==> src/rtl/spi3w_cfg_responder.sv <==
// 3-wire SPI configuration responder: 16-bit instruction then data bytes, addresses counting down.
// Oversamples SCLK/CSB/SDIO on clk. Read support is built only when SPI_READ_EN is defined.
module spi3w_cfg_responder #(
  parameter int SYNC_STAGES = 2,
  parameter int ADDR_W      = 13
) (
  input  logic              clk,
  input  logic              rst_n,
  input  logic              spi_csb,
  input  logic              spi_sclk,
  input  logic              spi_sdio_i,
  output logic              spi_sdio_o,
  output logic              spi_sdio_oe,
  output logic [ADDR_W-1:0] reg_addr,
  output logic [7:0]        reg_wdata,
  output logic              reg_wr,
  output logic              reg_rd,
  input  logic [7:0]        reg_rdata,
  output logic              busy
);

  typedef enum logic [2:0] {
    S_IDLE  = 3'd0,
    S_INSTR = 3'd1,
    S_WDATA = 3'd2,
`ifdef SPI_READ_EN
    S_RDATA = 3'd3,
`endif
    S_DONE  = 3'd4
  } state_t;

  logic [SYNC_STAGES-1:0] r_sclk_sync, r_csb_sync, r_sdio_sync;
  logic                   r_sclk_prev, r_csb_prev;
  logic                   w_sclk, w_csb, w_sdio;
  logic                   w_sclk_rise, w_csb_rise, w_csb_fall;

  state_t            r_state, w_state_n;
  logic [3:0]        r_bit_cnt, w_bit_cnt_n;
  logic [14:0]       r_shift, w_shift_n;
  logic [ADDR_W-1:0] r_addr, w_addr_n;
  logic [1:0]        r_left, w_left_n;
  logic              r_stream, w_stream_n;
  logic              r_wr, w_wr_n;
  logic [ADDR_W-1:0] r_reg_addr, w_reg_addr_n;
  logic [7:0]        r_wdata, w_wdata_n;
  logic [15:0]       w_instr;

`ifdef SPI_READ_EN
  logic       w_sclk_fall;
  logic       r_rd, w_rd_n;
  logic       r_load;
  logic [7:0] r_tx, w_tx_n;
  logic [2:0] r_tx_cnt, w_tx_cnt_n;
  logic       r_oe, w_oe_n;
  logic       r_sdo, w_sdo_n;
`endif

  // CSB/SCLK chains reset to 0 so a reset with CSB held low never looks like a CSB falling edge.
  always_ff @(posedge clk) begin
    if (!rst_n) begin
      r_sclk_sync <= '0;
      r_csb_sync  <= '0;
      r_sdio_sync <= '0;
      r_sclk_prev <= 1'b0;
      r_csb_prev  <= 1'b0;
    end else begin
      r_sclk_sync <= {r_sclk_sync[SYNC_STAGES-2:0], spi_sclk};
      r_csb_sync  <= {r_csb_sync[SYNC_STAGES-2:0], spi_csb};
      r_sdio_sync <= {r_sdio_sync[SYNC_STAGES-2:0], spi_sdio_i};
      r_sclk_prev <= w_sclk;
      r_csb_prev  <= w_csb;
    end
  end

  assign w_sclk      = r_sclk_sync[SYNC_STAGES-1];
  assign w_csb       = r_csb_sync[SYNC_STAGES-1];
  assign w_sdio      = r_sdio_sync[SYNC_STAGES-1];
  assign w_sclk_rise = w_sclk & ~r_sclk_prev;
  assign w_csb_rise  = w_csb & ~r_csb_prev;
  assign w_csb_fall  = ~w_csb & r_csb_prev;
  assign w_instr     = {r_shift, w_sdio};
`ifdef SPI_READ_EN
  assign w_sclk_fall = ~w_sclk & r_sclk_prev;
`endif

  always_comb begin
    w_state_n    = r_state;
    w_bit_cnt_n  = r_bit_cnt;
    w_shift_n    = r_shift;
    w_addr_n     = r_addr;
    w_left_n     = r_left;
    w_stream_n   = r_stream;
    w_wr_n       = 1'b0;
    w_reg_addr_n = r_reg_addr;
    w_wdata_n    = r_wdata;
`ifdef SPI_READ_EN
    w_rd_n       = 1'b0;
    w_tx_n       = r_tx;
    w_tx_cnt_n   = r_tx_cnt;
    w_oe_n       = r_oe;
    w_sdo_n      = r_sdo;
    if (r_load) w_tx_n = reg_rdata;
`endif
    // CSB release wins over any SCLK edge seen in the same sample.
    if (w_csb_rise) begin
      w_state_n = S_IDLE;
`ifdef SPI_READ_EN
      w_oe_n    = 1'b0;
`endif
    end else begin
      case (r_state)
        S_IDLE: begin
          if (w_csb_fall) begin
            w_state_n   = S_INSTR;
            w_bit_cnt_n = 4'd0;
            w_shift_n   = '0;
          end
        end
        S_INSTR: begin
          if (w_sclk_rise) begin
            w_shift_n   = {r_shift[13:0], w_sdio};
            w_bit_cnt_n = r_bit_cnt + 4'd1;
            if (r_bit_cnt == 4'd15) begin
              w_bit_cnt_n = 4'd0;
              w_addr_n    = w_instr[ADDR_W-1:0];
              w_left_n    = w_instr[14:13];
              w_stream_n  = &w_instr[14:13];
              if (w_instr[15]) begin
`ifdef SPI_READ_EN
                w_state_n    = S_RDATA;
                w_rd_n       = 1'b1;
                w_reg_addr_n = w_instr[ADDR_W-1:0];
                w_tx_cnt_n   = 3'd0;
`else
                w_state_n    = S_DONE;
`endif
              end else begin
                w_state_n = S_WDATA;
              end
            end
          end
        end
        S_WDATA: begin
          if (w_sclk_rise) begin
            w_shift_n   = {r_shift[13:0], w_sdio};
            w_bit_cnt_n = r_bit_cnt + 4'd1;
            if (r_bit_cnt[2:0] == 3'd7) begin
              w_bit_cnt_n  = 4'd0;
              w_wr_n       = 1'b1;
              w_reg_addr_n = r_addr;
              w_wdata_n    = {r_shift[6:0], w_sdio};
              w_addr_n     = r_addr - ADDR_W'(1);
              if (!r_stream && r_left == 2'd0) w_state_n = S_DONE;
              else if (!r_stream) w_left_n = r_left - 2'd1;
            end
          end
        end
`ifdef SPI_READ_EN
        S_RDATA: begin
          if (w_sclk_fall) begin
            w_oe_n     = 1'b1;
            w_sdo_n    = r_tx[7];
            w_tx_n     = {r_tx[6:0], 1'b0};
            w_tx_cnt_n = r_tx_cnt + 3'd1;
            // Last bit of this byte is now on the wire: fetch the next byte early.
            if (r_tx_cnt == 3'd7 && (r_stream || r_left != 2'd0)) begin
              w_addr_n     = r_addr - ADDR_W'(1);
              w_reg_addr_n = r_addr - ADDR_W'(1);
              w_rd_n       = 1'b1;
            end
          end else if (w_sclk_rise) begin
            w_bit_cnt_n = r_bit_cnt + 4'd1;
            if (r_bit_cnt[2:0] == 3'd7) begin
              w_bit_cnt_n = 4'd0;
              if (!r_stream && r_left == 2'd0) begin
                w_state_n = S_DONE;
                w_oe_n    = 1'b0;
              end else if (!r_stream) begin
                w_left_n = r_left - 2'd1;
              end
            end
          end
        end
`endif
        S_DONE: begin
`ifdef SPI_READ_EN
          w_oe_n = 1'b0;
`endif
        end
        default: w_state_n = S_IDLE;
      endcase
    end
  end

  always_ff @(posedge clk) begin
    if (!rst_n) begin
      r_state    <= S_IDLE;
      r_bit_cnt  <= 4'd0;
      r_shift    <= '0;
      r_addr     <= '0;
      r_left     <= 2'd0;
      r_stream   <= 1'b0;
      r_wr       <= 1'b0;
      r_reg_addr <= '0;
      r_wdata    <= 8'd0;
`ifdef SPI_READ_EN
      r_rd       <= 1'b0;
      r_load     <= 1'b0;
      r_tx       <= 8'd0;
      r_tx_cnt   <= 3'd0;
      r_oe       <= 1'b0;
      r_sdo      <= 1'b0;
`endif
    end else begin
      r_state    <= w_state_n;
      r_bit_cnt  <= w_bit_cnt_n;
      r_shift    <= w_shift_n;
      r_addr     <= w_addr_n;
      r_left     <= w_left_n;
      r_stream   <= w_stream_n;
      r_wr       <= w_wr_n;
      r_reg_addr <= w_reg_addr_n;
      r_wdata    <= w_wdata_n;
`ifdef SPI_READ_EN
      r_rd       <= w_rd_n;
      r_load     <= r_rd;
      r_tx       <= w_tx_n;
      r_tx_cnt   <= w_tx_cnt_n;
      r_oe       <= w_oe_n;
      r_sdo      <= w_sdo_n;
`endif
    end
  end

  assign reg_addr  = r_reg_addr;
  assign reg_wdata = r_wdata;
  assign reg_wr    = r_wr;
  assign busy      = (r_state != S_IDLE);

`ifdef SPI_READ_EN
  assign reg_rd      = r_rd;
  assign spi_sdio_oe = r_oe;
  assign spi_sdio_o  = r_sdo;
`else
  logic w_unused_rdata;
  assign w_unused_rdata = ^reg_rdata;
  assign reg_rd         = 1'b0;
  assign spi_sdio_oe    = 1'b0;
  assign spi_sdio_o     = 1'b0;
`endif

endmodule
==> config.mk <==
export PLATFORM = sky130hd
export DESIGN_NAME = spi3w_cfg_responder
export DESIGN_NICKNAME = d
export VERILOG_FILES = /design/src/rtl/spi3w_cfg_responder.sv
export SDC_FILE = /design/constraint.sdc
export NUM_CORES = 1
export LEC_CHECK = 0
export BUFFER_PORTS_ARGS = -buffer_cell sky130_fd_sc_hd__buf_2
export CAP_MARGIN = 0
export CORE_AREA = 2 2 91 93
export CTS_CLUSTER_DIAMETER = 100
export DETAILED_ROUTE_END_ITERATION = 8
export DIE_AREA = 0 0 93 95
export PLACE_DENSITY = 0.56
export SLEW_MARGIN = 20
export SYNTH_ARGS = -nofsm -noshare
export SYNTH_HDL_FRONTEND = slang
export SYNTH_SLANG_ARGS = --single-unit
export TNS_END_PERCENT = 30
==> constraint.sdc <==
create_clock -name clk -period 4.81 [get_ports clk]
set_input_delay 0.2405 -clock clk [delete_from_list [all_inputs] [get_ports clk]]
set_output_delay 0.2405 -clock clk [all_outputs]
set_load 0.05 [all_outputs]
Yosys cells after proc, flatten, opt, wreduce, memory -nomap -nowiden
Index checks and enable logic that the tools add are counted.
{ "classes": {"addsub": 3, "eq_ne": 14, "n_mux": 30, "n_bitwise": 11, "n_reduce_logical": 19} }
{ "op_table": {"columns": ["operator", "n"], "rows": [
  ["two-way mux 13 bit", 4],
  ["two-way mux 15 bit", 2],
  ["one-hot mux 15 bit (2 select lines)", 1],
  ["one-hot mux 13 bit (2 select lines)", 1],
  ["two-way mux 3 bit", 7],
  ["two-way mux 4 bit", 5],
  ["!= test 2 bit, second input constant", 8],
  ["subtractor 13 x 1 -> 13 bit, second input constant", 1],
  ["two-way mux 2 bit", 6],
  ["one-hot mux 3 bit (4 select lines)", 1],
  ["one-hot mux 4 bit (3 select lines)", 1],
  ["AND reduction 4 bit", 3],
  ["inverter 1 bit", 8],
  ["AND reduction 8 bit", 1],
  ["AND reduction 7 bit", 1],
  ["== test 3 bit, second input constant", 2],
  ["AND reduction 6 bit", 1],
  ["nonzero test 3 bit", 2],
  ["AND reduction 5 bit", 1],
  ["adder 4 x 1 -> 4 bit, second input constant", 1],
  ["== test 4 bit, second input constant", 1],
  ["one-hot mux 2 bit (2 select lines)", 1],
  ["nonzero test 2 bit", 2],
  ["OR reduction 2 bit", 2],
  ["12 further kinds", 14]
]} }
{ "word_totals": {"regBits": 68, "inputBits": 13, "output_inout_bits": 26, "wordCells": 91} }

Longest topological paths before layout
{ "logic_depth": {"ltp_word": 6, "depth_mapped": 9, "mapped_depth_nobuf": 7} }

Worst setup path before layout
OpenSTA, ideal clock, no wires.
{ "synth_path": {"path_type": "reg2reg", "from": "register r_state[2]", "to": "register r_shift[10]", "setup_ps": 59, "arrival_time_ps": 1741, "t_required_ps": 4751, "setup_slack_ps": 3010, "path_stages_with_launch": 10, "path_buffers": 3, "period_less_slack_ps": 1800, "path_cell_list": "dfxtp_1 > buf_6 > nor3_4 > inv_2 > and3_4 > o31ai_4 > and2_1 > buf_6 > buf_8 > a22o_1"} }
{ "synth_between": {"elab_chain_len": 4, "word_cells_on_any_way": 9, "cone_classes": "eq/ne (4); mux (1); reduce/logical (4)"} }
{ "synth_rtl": {"columns": ["element", "line_no", "text"], "rows": [
  ["start, declared", "37", "state_t r_state, w_state_n;"],
  ["start signal, assigned", "215", "r_state <= w_state_n;"],
  ["== test 3 x 2 -> 1 bit / == test 3 x 1 -> 1 bit (equally long branches)", "111", "case (r_state)"],
  ["OR reduction 2 bit (no source line)", null, null],
  ["!= test 2 x 1 -> 1 bit (no source line) / nonzero test 2 bit (equally long branches)", null, null],
  ["AND reduction 4 bit (no source line)", null, null],
  ["end signal, assigned", "217", "r_shift <= w_shift_n;"],
  ["end, declared", "39", "logic [14:0] r_shift, w_shift_n;"]
]} }
Several ways; a longest one is shown, not always the timed one.
A chain may end at the register's enable or synchronous reset.

Worst setup path in the final report
{ "layout_path": {"from": "register r_state[1]", "to": "register r_wdata[0], in the netlist reg_wdata[0]"} }
{ "layout_between": {"elab_chain_len": 2} }
{ "layout_rtl": {"columns": ["element", "line_no", "text"], "rows": [
  ["== test 3 x 2 -> 1 bit", "111", null],
  ["AND reduction 4 bit (no source line)", null, null],
  ["end signal, assigned", "223", "r_wdata <= w_wdata_n;"],
  ["end, declared", "45", "logic [7:0] r_wdata, w_wdata_n;"]
]} }
Every way passes these cells.

==> results by group <==
Synth
  • Main synth FF type: dfxtp_1
  • Syn Std Cell Area: 3060 um2
  • Main combinational cell family by area after synthesis: simple AND/OR/NAND/NOR gates
  • Most frequent cell after synthesis: dfxtp_1
  • Adder-cell share of the synthesized area: 1.64%
  • Most area-consuming cells after synthesis: dfxtp_1 (45%), nand2_1 (8.1%), a21oi_1 (6.5%)
  • Synth cell count leaders: dfxtp_1 (68), nand2_1 (66), a21oi_1 (40)
  • Count of cell types in the netlist: 53
  • Number of synthesized flops with an enable pin: 0
  • Post-synthesis compound-gate area fraction: 20.6%
  • Syn. warnings: 0
  • Synth Area in XOR/XNOR: 0.286%
  • Syn Area/Cell: 8.64 um2
  • Synth top area share: 44.5%
  • Seq/Total Area, Yosys: 44.5%
  • Leading area contributor after synthesis: dfxtp_1
  • Seq cells post-synth: 68
  • FFs w/ async S/R, synth: 0%
  • Synth Instances: 354
  • Multiplexer share of the synthesized area: 0.982%
  • Simple-Gate Fraction of Synth Area: 24.7%

CTS
  • Sink Count: 68
  • CTS Buffer Depth: 2
  • TritonCTS clock tree: yes
  • Num CTS Buffers: 9
  • Latest clock arrival within the worst-skew pair: 0.35 ns
  • Hold_buf cts: 0
  • Max H-tree Level: 3
  • Clock Root Buffer: clkbuf_8
  • Post-CTS setup buffer count: 0
  • Worst-path clk slew: 0.07 ns
  • CTS resizes: 0

Power
  • Seq pwr share: 50.6%
  • Worst VDD drop: 118 uV
  • Tot Pwr: 1120 uW
  • Switching pwr: 255 uW
  • Combinational share of power: 2.9%
  • Pint: 868 uW
  • Leak: 0.00126 uW
  • Clock share of power: 46.6%
  • Sw frac: 22.7%
  • PD cells: 332 nW/um2

Global route
  • First-pass GRT wire length: 10.7 mm
  • Total GRT Usage: 15.5%
  • Largest net degree at the start of global routing: 33
  • Vias in the first global route: 2,319
  • Initial antenna violation count: 0
  • Global route overflow: 0

Critical path
  • Critical Path RT: 5.00 ns
  • Critical Path Fanout Max: 21
  • Critical path data arrival time: 2.61 ns
  • Max stage delay cell, worst path: nand4_1
  • Critical path's largest stage delay: 0.80 ns
  • Setup crit end kind: register
  • CP cell instances: nor3b_2 -> buf_4 -> nand4_1 -> nand2_1 -> a21oi_1
  • Setup Crit Path Kind: reg2reg
  • Crit path launch type: register
  • R2R cell count: 5

Hold path
  • HP Class: in2reg
  • Hold path depth: 2

Route
  • Final WL: 6.23 mm
  • Vias per cell: 5.11
  • Via count: 2,444
  • Routed Antenna Nets: 0
  • Wirelength per Cell: 13.0 um
  • First-pass DRT Iterations: 4
  • Starting DRC count in detailed routing: 73
  • Remaining DRCs: 0

STA
  • WHS: 0.0973 ns
  • Final Hold Viols: 0
  • Worst slew pin tran: 0.993 ns
  • Post-layout minimum cycle time: 2.42 ns
  • Highest Clock Rate: 0.414 GHz
  • Slew HR: 33.6%
  • RSZ-0062 raised after global routing: no
  • Setup TNS: 0 ns
  • Clk_skew: 0.00973 ns
  • Fin crit share: 50.2%
  • Final setup vio count: 0
  • Slew Viols, Final: 0

Place
  • Placed insts: 462
  • PortBufs: 27
  • Dpl hpwl: 4.06 mm
  • Gp weighted congestion: 0.779

Cells and area
  • # diodes: 0
  • Area Growth Syn to Fin: 10.7%
  • # fillers: 841
  • Post-route insts no fill: 478
  • Final nets: 385
  • Area of the multi-input gates: 1490 um2
  • Fraction of layout instances using a drive strength above 1: 16.1%
  • Seq. cell area: 1360 um2

Floorplanning
  • Core area: 7930 um2
  • Initial Util: 38.6%
  • Die area: 8840 um2
  • Row count: 33
  • Io pins: 39
  • Die Ht: 95 um
  • DIE WIDTH: 93 um

Run
  • Max-cap violations: 0

Status
  • Outcome: complete, no violations
==> power by group through the flow <==
stage	clock network (uW)	logic [uW]	registers, uW
finish	523	32.1	568
global route	561	35.7	568
CTS	538	32.8	568
detailed placement	0	32.6	581
global placement	0	32.7	581
floorplan	0	31.9	580
==> sequential cells by signal, indices dropped and copies added (netlist names) <==
| signal | cells |
|---|---|
| r_state | 3 |
| r_sclk_prev | 1 |
| r_csb_prev | 1 |
| r_sclk_sync | 2 |
| reg_wr | 1 |
| r_csb_sync | 2 |
| r_sdio_sync | 2 |
| r_shift | 15 |
| r_bit_cnt | 4 |
| reg_addr | 13 |
| r_left | 2 |
| r_addr | 13 |
| reg_wdata | 8 |
| r_stream | 1 |
==> final cells by class <==
type                    count  area share, %
clock buffers               9           3.66
clock inverters             7           2.92
inverters                   9          0.998
multi-input cells         251           43.9
flip-flops and latches     68           40.2
well taps                 105           3.88
repair buffers             29           4.43
==> stage by stage <==
stage / setup slack [ns] / util (%) / cell area (um2)
after global placement: 2.49 / 39.9 / 3160
after detailed placement: 2.40 / 39.9 / 3160
final: 2.39 / 42.7 / 3390
after global routing: 2.09 / 42.7 / 3390
after floorplan: 3.01 / - / 3070
after CTS: 2.36 / 42.7 / 3390
==> cell families after synthesis <==
group / count (synthesis)
DFF: 68
buffers and inverters: 37
adders and majority gates: 4
muxes: 3
other: 1
AOI/OAI and AO/OA: 94
and+or+nand+nor: 146
xor gates and xnor gates: 1
==> metal layers <==
metal,vias to the layer above,track usage [%],part of all wire (%),wire length (um)
met1,1135,19.4,49,3080
met4,0,10.0,3.4,213
met2,34,24.1,44,2760
li1,1257,-,-,-
met5,-,0,0,0
met3,18,3.35,2.8,174
==> critical path: cells and delay by family, from the launching register on <==
family	cells	cell delay, ns
and+or+nand+nor	3	1.34
AOI/OAI and AO/OA	1	0.09
DFF	1	0.60
buffers and inverters	1	0.23
==> cell usage in the layout, fill, tap and decap left out, drive strengths merged, types with 2 or more instances in the layout <==
cell type  netlist  final
o2bb2ai          4      4
nor2b            3      3
nand4            2      2
a21o             4      4
mux2i            3      3
nand2           66     66
o22ai            2      2
a22o            16     16
a211o            3      3
or3              2      2
a22oi            3      3
and2            10     10
dfxtp           68     68
nor2            21     21
nand2b           7      7
clkbuf          10      9
o31ai            3      3
nand3            9      9
o211ai           4      4
conb             1      3
inv              9     10
a21oi           40     40
ha               4      4
o21ai           10     10
nor4             3      3
bufinv           0      2
nand3b           4      4
clkinv           0      3
buf             18     29
nor3             8      8
and3             4      4
or3b             3      3
==> final timing paths <==
path / from / slack, ns / to
worst max-delay path: r_state[1] / 2.39 / reg_wdata[0]
worst min-delay path: spi_csb / 0.1 / r_csb_sync[0]
worst max register to register: r_state[1] / 2.39 / reg_wdata[0]
worst min register to register: r_csb_sync[0] / 0.43 / r_csb_sync[1]
(Power assumes the default switching activity.)
